File: src/rtl/mul4_share_arb_pkg.sv
// Shared definitions for the mul4_share_arb block: operand/product widths,
// response counter width and the product-register state encoding.
package mul4_share_arb_pkg;
  localparam int OPND_W = 4;
  localparam int PROD_W = 8;
  localparam int CNT_W  = 16;

  typedef enum logic {
    ST_EMPTY = 1'b0,
    ST_FULL  = 1'b1
  } state_e;
endpackage

File: src/rtl/MulWTKS.sv
// MulWTKS: combinational 4x4 unsigned multiplier.
// Ports:
//   A  in  4  multiplicand
//   B  in  4  multiplier
//   S  out 8  full-width product A*B
module MulWTKS (
  input  logic [3:0] A,
  input  logic [3:0] B,
  output logic [7:0] S
);
  // Sum of the four shifted partial products.
  logic [7:0] pp0, pp1, pp2, pp3;

  assign pp0 = B[0] ? {4'b0000, A}       : 8'd0;
  assign pp1 = B[1] ? {3'b000, A, 1'b0}  : 8'd0;
  assign pp2 = B[2] ? {2'b00, A, 2'b00}  : 8'd0;
  assign pp3 = B[3] ? {1'b0, A, 3'b000}  : 8'd0;

  assign S = (pp0 + pp1) + (pp2 + pp3);
endmodule

File: src/rtl/mul4_share_arb_rr_arbiter.sv
// mul4_share_arb_rr_arbiter: rotating-priority arbiter.
// The first set bit of req_i found when searching upward from ptr_i+1
// (modulo N_REQ) wins. Tying ptr_i to N_REQ-1 gives fixed lowest-index priority.
// Ports:
//   req_i  in  N_REQ  request vector
//   ptr_i  in  ID_W   index of the last winner
//   gnt_o  out N_REQ  one-hot grant, zero when no request
//   idx_o  out ID_W   index of the granted requester (0 when none)
module mul4_share_arb_rr_arbiter #(
  parameter int N_REQ = 4,
  parameter int ID_W  = $clog2(N_REQ)
) (
  input  logic [N_REQ-1:0] req_i,
  input  logic [ID_W-1:0]  ptr_i,
  output logic [N_REQ-1:0] gnt_o,
  output logic [ID_W-1:0]  idx_o
);
  logic            found;
  logic [ID_W-1:0] pos;
  int              pos_int;

  always_comb begin
    gnt_o   = '0;
    idx_o   = '0;
    found   = 1'b0;
    pos     = '0;
    pos_int = 0;
    for (int k = 1; k <= N_REQ; k++) begin
      pos_int = (int'(ptr_i) + k) % N_REQ;
      pos     = ID_W'(pos_int);
      if (!found && req_i[pos]) begin
        found      = 1'b1;
        gnt_o[pos] = 1'b1;
        idx_o      = pos;
      end
    end
  end
endmodule

File: src/rtl/mul4_share_arb.sv
// mul4_share_arb: shares one MulWTKS 4x4 multiplier among N_REQ requesters.
// One requester is granted per cycle while the single product register is
// free (or draining this cycle); the product and winner ID are held until
// the consumer accepts them.
// Optional feature: define MUL4_SHARE_ARB_RR_EN for round-robin arbitration;
// otherwise the lowest valid index always wins.
// Ports:
//   clk        in  1           rising-edge clock
//   rst_n      in  1           asynchronous active-low reset
//   req_valid  in  N_REQ       per-requester operand valid
//   req_a      in  4*N_REQ     operand A, requester i at [4i+3:4i]
//   req_b      in  4*N_REQ     operand B, same packing
//   req_ready  out N_REQ       one-hot or zero grant
//   rsp_valid  out 1           product register occupied
//   rsp_ready  in  1           consumer accepts the product
//   rsp_s      out 8           product A*B
//   rsp_id     out ID_W        requester that produced rsp_s
//   op_count   out 16          completed responses, wraps
//   busy       out 1           rsp_valid or any request pending
module mul4_share_arb
  import mul4_share_arb_pkg::*;
#(
  parameter int N_REQ = 4,
  parameter int ID_W  = $clog2(N_REQ)
) (
  input  logic                      clk,
  input  logic                      rst_n,
  input  logic [N_REQ-1:0]          req_valid,
  input  logic [OPND_W*N_REQ-1:0]   req_a,
  input  logic [OPND_W*N_REQ-1:0]   req_b,
  output logic [N_REQ-1:0]          req_ready,
  output logic                      rsp_valid,
  input  logic                      rsp_ready,
  output logic [PROD_W-1:0]         rsp_s,
  output logic [ID_W-1:0]           rsp_id,
  output logic [CNT_W-1:0]          op_count,
  output logic                      busy
);
  state_e            state_q;
  logic [PROD_W-1:0] rsp_s_q;
  logic [ID_W-1:0]   rsp_id_q;
  logic [CNT_W-1:0]  op_count_q;

  logic              slot_free;
  logic [N_REQ-1:0]  arb_req;
  logic [N_REQ-1:0]  gnt;
  logic [ID_W-1:0]   win_idx;
  logic [ID_W-1:0]   arb_ptr;
  logic              xfer;

  logic [OPND_W-1:0] a_arr [N_REQ];
  logic [OPND_W-1:0] b_arr [N_REQ];
  logic [OPND_W-1:0] mul_a, mul_b;
  logic [PROD_W-1:0] mul_s;

  // The register can take a new product when empty, or when its current
  // content is being drained on this same edge.
  assign slot_free = (state_q == ST_EMPTY) | rsp_ready;
  assign arb_req   = req_valid & {N_REQ{slot_free}};
  assign xfer      = |gnt;

  mul4_share_arb_rr_arbiter #(
    .N_REQ (N_REQ),
    .ID_W  (ID_W)
  ) u_arb (
    .req_i (arb_req),
    .ptr_i (arb_ptr),
    .gnt_o (gnt),
    .idx_o (win_idx)
  );

`ifdef MUL4_SHARE_ARB_RR_EN
  logic [ID_W-1:0] rr_ptr_q;

  // Reset value N_REQ-1 makes requester 0 the first winner.
  always_ff @(posedge clk or negedge rst_n) begin
    if (!rst_n) begin
      rr_ptr_q <= ID_W'(N_REQ - 1);
    end else if (xfer) begin
      rr_ptr_q <= win_idx;
    end
  end

  assign arb_ptr = rr_ptr_q;
`else
  assign arb_ptr = ID_W'(N_REQ - 1);
`endif

  for (genvar g = 0; g < N_REQ; g++) begin : g_unpack
    assign a_arr[g] = req_a[g*OPND_W +: OPND_W];
    assign b_arr[g] = req_b[g*OPND_W +: OPND_W];
  end

  // Multiplier inputs sit at zero unless a transfer is in progress.
  assign mul_a = xfer ? a_arr[win_idx] : '0;
  assign mul_b = xfer ? b_arr[win_idx] : '0;

  MulWTKS u_mul (
    .A (mul_a),
    .B (mul_b),
    .S (mul_s)
  );

  always_ff @(posedge clk or negedge rst_n) begin
    if (!rst_n) begin
      state_q    <= ST_EMPTY;
      rsp_s_q    <= '0;
      rsp_id_q   <= '0;
      op_count_q <= '0;
    end else begin
      if ((state_q == ST_FULL) && rsp_ready) begin
        op_count_q <= op_count_q + 16'd1;
      end
      if (xfer) begin
        rsp_s_q  <= mul_s;
        rsp_id_q <= win_idx;
      end
      case (state_q)
        ST_EMPTY: if (xfer) state_q <= ST_FULL;
        ST_FULL:  if (rsp_ready && !xfer) state_q <= ST_EMPTY;
        default:  state_q <= ST_EMPTY;
      endcase
    end
  end

  assign req_ready = gnt;
  assign rsp_valid = (state_q == ST_FULL);
  assign rsp_s     = rsp_s_q;
  assign rsp_id    = rsp_id_q;
  assign op_count  = op_count_q;
  assign busy      = rsp_valid | (|req_valid);
endmodule

File: config.mk
export PLATFORM = sky130hd
export DESIGN_NAME = mul4_share_arb
export DESIGN_NICKNAME = d
export VERILOG_FILES = /design/src/rtl/mul4_share_arb_pkg.sv /design/src/rtl/MulWTKS.sv /design/src/rtl/mul4_share_arb_rr_arbiter.sv /design/src/rtl/mul4_share_arb.sv
export SDC_FILE = /design/constraint.sdc
export NUM_CORES = 1
export LEC_CHECK = 0
export ABC_AREA = 1
export CELL_PAD_IN_SITES_DETAIL_PLACEMENT = 1
export CELL_PAD_IN_SITES_GLOBAL_PLACEMENT = 2
export CORE_ASPECT_RATIO = 0.8
export CORE_MARGIN = 1.5
export CORE_UTILIZATION = 27
export CTS_CLUSTER_SIZE = 10
export DETAILED_ROUTE_END_ITERATION = 16
export PLACE_DENSITY = 0.94
export SYNTH_ARGS = -nofsm -noshare
export SYNTH_HDL_FRONTEND = slang
export SYNTH_SLANG_ARGS = --single-unit
export TNS_END_PERCENT = 50
File: constraint.sdc
create_clock -name clk -period 6.73 [get_ports clk]
set_clock_uncertainty 0.1 [all_clocks]
set_input_delay 1.346 -clock clk [delete_from_list [all_inputs] [get_ports clk]]
set_output_delay 1.346 -clock clk [all_outputs]
set_load 0.02 [all_outputs]
### Yosys cells after proc, flatten, opt, wreduce, memory -nomap -nowiden

Cells that the tools add are included.

* bits in registers: 27
* bits in latches: 0
* bits in writable memories: 0
* ROM bits: 0
* input bits: 39
* output and inout bits: 32
* word-level logic and storage cells: 50
* memories kept: 0

* add/sub/neg operators: 4
* multipliers: 0
* divide/modulo/power cells: 0
* order comparisons: 1
* equal/unequal tests: 0
* shift-type cells: 0
* multiplexer cells: 25
* bitwise logic cells: 5
* reduce and logical (&&, ||, !) cells: 11

Operators by type and width (number)
* 4-bit two-way mux: 8
* 8-bit adder: 3
* 16-bit by 1-bit adder with 16-bit output (second input constant): 1
* 4-bit binary-select mux with 2-bit select: 2
* 4-bit OR reduction: 2
* 1-bit two-way mux: 7
* 7-bit two-way mux: 1
* 2-bit two-way mux: 3
* 6-bit two-way mux: 1
* 1-bit logical AND: 5
* 5-bit two-way mux: 1
* 4-bit AND: 1
* 1-bit zero test: 4
* 3-bit >= comparator (second input constant): 1
* 3-bit two-way mux: 1
* 2-bit NOT with 3-bit output: 1
* 1-bit OR: 2
* 1-bit case mux with 2 select lines: 1
* 1-bit NOT: 1

### Depth between registers and ports, before layout

* depth in word-level cells: 21
* mapped depth: 21
* gate-level depth less buffers: 20

### Hierarchy

A second synthesis with hierarchy kept.

* cells, all modules: 368
* area total of the unflattened synthesis: 2494.9 um^2

By module, submodules not included
* mul4_share_arb: times used 1, cells an instance 222, area an instance 1570.3 um^2, sequential area each 675.6 um^2
* mul4_share_arb_rr_arbiter: times used 1, cells an instance 75, area an instance 474.2 um^2, sequential area each 0.0 um^2
* MulWTKS: times used 1, cells an instance 71, area an instance 450.4 um^2, sequential area each 0.0 um^2

### Least setup slack after synthesis

No wires, ideal clock.

* kind: input to register
* from: in rsp_ready
* to: reg rsp_s_q[7], in the netlist rsp_s[7]
* library setup time: 0.083 ns
* arrival time: 4.422 ns
* required time: 6.547 ns
* path slack: 2.125 ns
* stages on the path: 18
* buffers on the path: 0
* cells stage by stage: inv_1 > nand2_4 > nand3_2 > inv_1 > or2_2 > nand3_1 > nand2_1 > nand2_1 > inv_1 > fa_1 > fa_1 > ha_1 > inv_1 > fa_1 > o21ai_0 > a21oi_1 > xor2_1 > o21ai_0

* elaborated cells on any way between the ends: 35
* classes of those cells: 3 x add/sub; 22 x mux; 3 x bitwise; 7 x reduce/logical

RTL lines
* from (decl): line mul4_share_arb.sv:33 `input logic rsp_ready,`
* 1-bit OR (*): line mul4_share_arb.sv:58 `assign slot_free = (state_q == ST_EMPTY) | rsp_ready;`
* 4-bit AND (*): line mul4_share_arb.sv:59 `assign arb_req = req_valid & {N_REQ{slot_free}};`
* 1-bit two-way mux: line mul4_share_arb_rr_arbiter.sv:31 `if (!found && req_i[pos]) begin`
* 1-bit zero test: line mul4_share_arb_rr_arbiter.sv:31
* 1-bit logical AND (*): line mul4_share_arb_rr_arbiter.sv:31
* 2-bit two-way mux (*): line mul4_share_arb_rr_arbiter.sv:31
* 3-bit two-way mux (*): line mul4_share_arb_rr_arbiter.sv:31
* 4-bit two-way mux (*): line mul4_share_arb_rr_arbiter.sv:31
* via req_ready[1]: line mul4_share_arb.sv:31 `output logic [N_REQ-1:0] req_ready,`
* 4-bit OR reduction (*): line mul4_share_arb.sv:60 `assign xfer = |gnt;`
* 4-bit two-way mux, on equally long branches: line mul4_share_arb.sv:95, mul4_share_arb.sv:96
* 4-bit two-way mux (tied with other cells): line MulWTKS.sv:14 `assign pp0 = B[0] ? {4'b0000, A} : 8'd0;`
* 8-bit adder (2 in series): line MulWTKS.sv:19 `assign S = (pp0 + pp1) + (pp2 + pp3);`
* to (signal assigned): line mul4_share_arb.sv:115 `rsp_s_q <= mul_s;`
* to (decl): line mul4_share_arb.sv:40 `logic [PROD_W-1:0] rsp_s_q;`

The timed path passes the listed nets; every way through them passes the cells marked *. The select of a mux whose other input is x is not followed.
A chain may end at the register's enable or synchronous reset.

### Worst setup path in the final report

* from: in rsp_ready
* to: reg rsp_s_q[7], in the netlist rsp_s[7]

* word-level cells in the longest chain between the ends: 20
* elaborated cells on any way between the ends: 35
* classes of those cells: 3 x add/sub; 22 x mux; 3 x bitwise; 7 x reduce/logical

Ends and longest elaborated chain (line)
* 1-bit OR (*): mul4_share_arb.sv:58
* 4-bit AND (*): mul4_share_arb.sv:59
* 1-bit two-way mux: mul4_share_arb_rr_arbiter.sv:31
* 1-bit zero test: mul4_share_arb_rr_arbiter.sv:31
* 1-bit logical AND: mul4_share_arb_rr_arbiter.sv:31
* 1-bit two-way mux: mul4_share_arb_rr_arbiter.sv:31
* 1-bit zero test: mul4_share_arb_rr_arbiter.sv:31
* 1-bit logical AND: mul4_share_arb_rr_arbiter.sv:31
* 1-bit two-way mux: mul4_share_arb_rr_arbiter.sv:31
* 1-bit zero test: mul4_share_arb_rr_arbiter.sv:31
* 1-bit logical AND: mul4_share_arb_rr_arbiter.sv:31
* 2-bit two-way mux: mul4_share_arb_rr_arbiter.sv:31
* 2-bit NOT with 3-bit output (not written as such): mul4_share_arb.sv:95, mul4_share_arb.sv:96
* 4-bit binary-select mux with 2-bit select, on equally long branches: mul4_share_arb.sv:95, mul4_share_arb.sv:96
* 4-bit two-way mux, on equally long branches (3 in series): mul4_share_arb.sv:95, mul4_share_arb.sv:96
* 4-bit two-way mux (tied with other cells): MulWTKS.sv:14
* 8-bit adder (2 in series): MulWTKS.sv:19

Every way passes the cells marked *; elsewhere a longest branch is shown, timed or not. The select of a mux whose other input is x is not followed.

==> impl_metrics.toml <==
[critical_path]
required_ns = 6.82
cp_max_fo = 22
worst_path_most_repeated_cell = "nand2_1"
cp_slowest_cell = "fa_1"
start_kind = "input port"
cp_slowest_stage_delay_ns = 0.56
critPathArrivalTime_ns = 5.58
crit_family = "adder cells"
worst-path-buf-inv = 3
cp_cell_sequence = "clkdlybuf4s50_1, inv_1, nand2_4, nand3_2, nand2_4, nand2_1, nand2_1, nand2_1, nand2_1, nor2_1, fa_1, fa_1, ha_1, inv_1, fa_1, o21ai_0, a21oi_1, xor2_1, o21ai_0"
end_kind = "flip-flop"
worst-setup-path-type = "input port to flip-flop"

[routing]
routed_wirelength_mm = 6.21
drtAntennaViolNets = 0
wl_per_cell_microns = 12.6
drc = 0
dr.pass1.iters = 4
vias_per_cell = 4.52
vias = 2228
drtIter0Drc = 106

[synth]
postSynthCellCount = 318
ys.flop_type = "dfrtp_1"
syn_area_per_cell_sq_um = 7.05
ys_seq_elements = 27
synth_edf_count = 0
synth_warnings = 0
synth_common_cells = "nand2_1 (102), inv_1 (48), nand3_1 (43)"
synth.top_cell.area_share_pct = 30.1
synthArstFlopShare_pct = 100
synth_most_common_cell = "nand2_1"
synth_largest_area_cell = "dfrtp_1"
syn_area_sq_um = 2240
synthDistinctLibCells = 31
syn_nets = 373
yosys-top-cells-area = "dfrtp_1 (30%), nand2_1 (17%), nand3_1 (9.6%), inv_1 (8.0%), ha_1 (6.1%)"
yosysSeqAreaShare_pct = 30.1

[cells_and_area]
layout-drive-gt1-share_pct = 6.49
fin_area_sq_um = 3080
area_growth_pct = 37.4
nets = 441
diodes = 0

[timing]
tightest_slew_ns = 0.599
setup_viol = 0
finalCritPeriodShare_pct = 81.5
drv_slew = 0
min_period_ns = 5.48
tns_ns = 0
hold_viol_final = 0
slew_headroom_pct = 59.9
fmax_mhz = 182
setup_slack_ns = 1.25
rsz0062_at_grt = "false"

[die]
fp.coreArea_sq_um = 7980
fp.dieW_microns = 105
fp-row-count = 29
fp.dieH_microns = 84.5
dieArea_sq_um = 8860
initial_utilization_pct = 28.1
ios = 71

[cts]
path_clk_slew_ns = 0.09
clkLatencyLatePin_ns = 0.27
root_buffer = "clkbuf_8"
cts_sinks = 27
cts_resized = 0
numCtsBuffers = 3
cts_setup_buffers = 0
cts_tree = "built"
ctsHoldBuffers = 0
ctsLongestPathBuffers = 2
h-tree-depth = 1

[global_routing]
grt_pass1_wl_mm = 11.2
grt_antenna_before_repair = 0
first_global_vias = 2405
track_usage_pct = 15.1
gr-total-overflow = 0
grt_max_degree = 28

[status]
status = "completed"

[placed_design]
hpwl_mm = 5.15
placed_cell_area_sq_um = 3040
numPortBuffers = 70
post-place-ws_ns = 0.907
routabilityCongestion = 0.813

[pwr]
power.density_nw_per_um2 = 243
peakVddDrop_uv = 91.5
p_leak_uw = 0.00159

[hold_path]
min_path_type = "flip-flop to flip-flop"

[run]
cap_violations = 0
tightest hold or removal path: cells and delay by family, from the launching register on:
family        cells  cell delay [ns]
flops             1             0.35
simple gates      2             0.10
routing by layer:
metal | vias to the layer above | share of wire [%] | routed length [microns] | GRT usage (%)
met5 | - | 0 | 0 | 0
met4 | 0 | 0 | 0 | 2.12
li1 | 1119 | - | - | -
met1 | 1079 | 48 | 2980 | 19.9
met3 | 0 | 3.3 | 204 | 2.72
met2 | 30 | 49 | 3020 | 26.5
registers in the layout, summed over array words and instances, names as in the netlist:
register	flops
op_count	16
rsp_s	8
rsp_id	2
rsp_valid	1
path summary, 6_finish.rpt:
kind,startpoint,end,slack [ns],depth (start not counted)
worst max-delay path,rsp_ready,rsp_s[7],1.25,19
min in group asynchronous,rst_n,op_count[14],1.33,2
worst max register to register,rsp_valid,rsp_s[7],2.43,17
worst min-delay path,rsp_s[3],rsp_s[3],0.38,2
worst min register to register,rsp_s[3],rsp_s[3],0.38,2
max in group asynchronous,rst_n,op_count[3],4.92,2
metrics by stage:
stage	instances	power (uW)	utilization, %	hold WS, ns
final	493	750	38.6	0.383
after floorplan	318	488	-	0.482
after global routing	493	819	38.6	0.413
after global placement	489	654	38.0	0.359
after detailed placement	489	665	38.0	0.362
after CTS	493	762	38.6	0.388
cell type report:
type | count | area [sq um]
Multi-Input combinational cell | 234 | 1330
Sequential cell | 27 | 676
Clock buffer | 3 | 41.3
Tap cell | 108 | 135
Timing Repair Buffer | 71 | 708
Fill cell | 1014 | 4900
Inverter | 49 | 184
Clock inverter | 1 | 5.00
layout by cell type (no fill, tap or decap), types with 2 or more instances in the layout:
cell | netlist | final
nand2_1 | 102 | 102
clkdlybuf4s50_1 | 0 | 70
inv_1 | 48 | 48
nand3_1 | 43 | 43
dfrtp_1 | 27 | 27
nor2_1 | 19 | 19
xor2_1 | 11 | 11
ha_1 | 11 | 11
o21ai_0 | 7 | 7
nand2_2 | 5 | 5
fa_1 | 5 | 5
xnor2_1 | 4 | 4
nand2_4 | 3 | 3
nand3_2 | 3 | 3
nor3_1 | 3 | 3
nand4_1 | 3 | 3
clkbuf_8 | 0 | 3
or2_2 | 2 | 2
a21oi_1 | 2 | 2
nor2_4 | 2 | 2
o21ai_1 | 2 | 2
where the power goes:
group / leakage [uW] / internal (uW) / switching, uW
sequential: 0.000345 / 209 / 45.8
clock: 0.0000255 / 41.5 / 51.0
combinational: 0.00121 / 177 / 226
total: 0.00159 / 427 / 323
kinds of logic (layout without fill, tap and decap cells):
group | after synthesis | count (layout) | share of synthesized area (%)
compound gates | 13 | 13 | 3.74
xor+xnor | 15 | 15 | 5.86
fa+ha+maj | 16 | 16 | 10.6
buf+inv | 57 | 124 | 10.4
flops | 27 | 27 | 30.1
simple gates | 190 | 190 | 39.2
(Power assumes the default switching activity.)
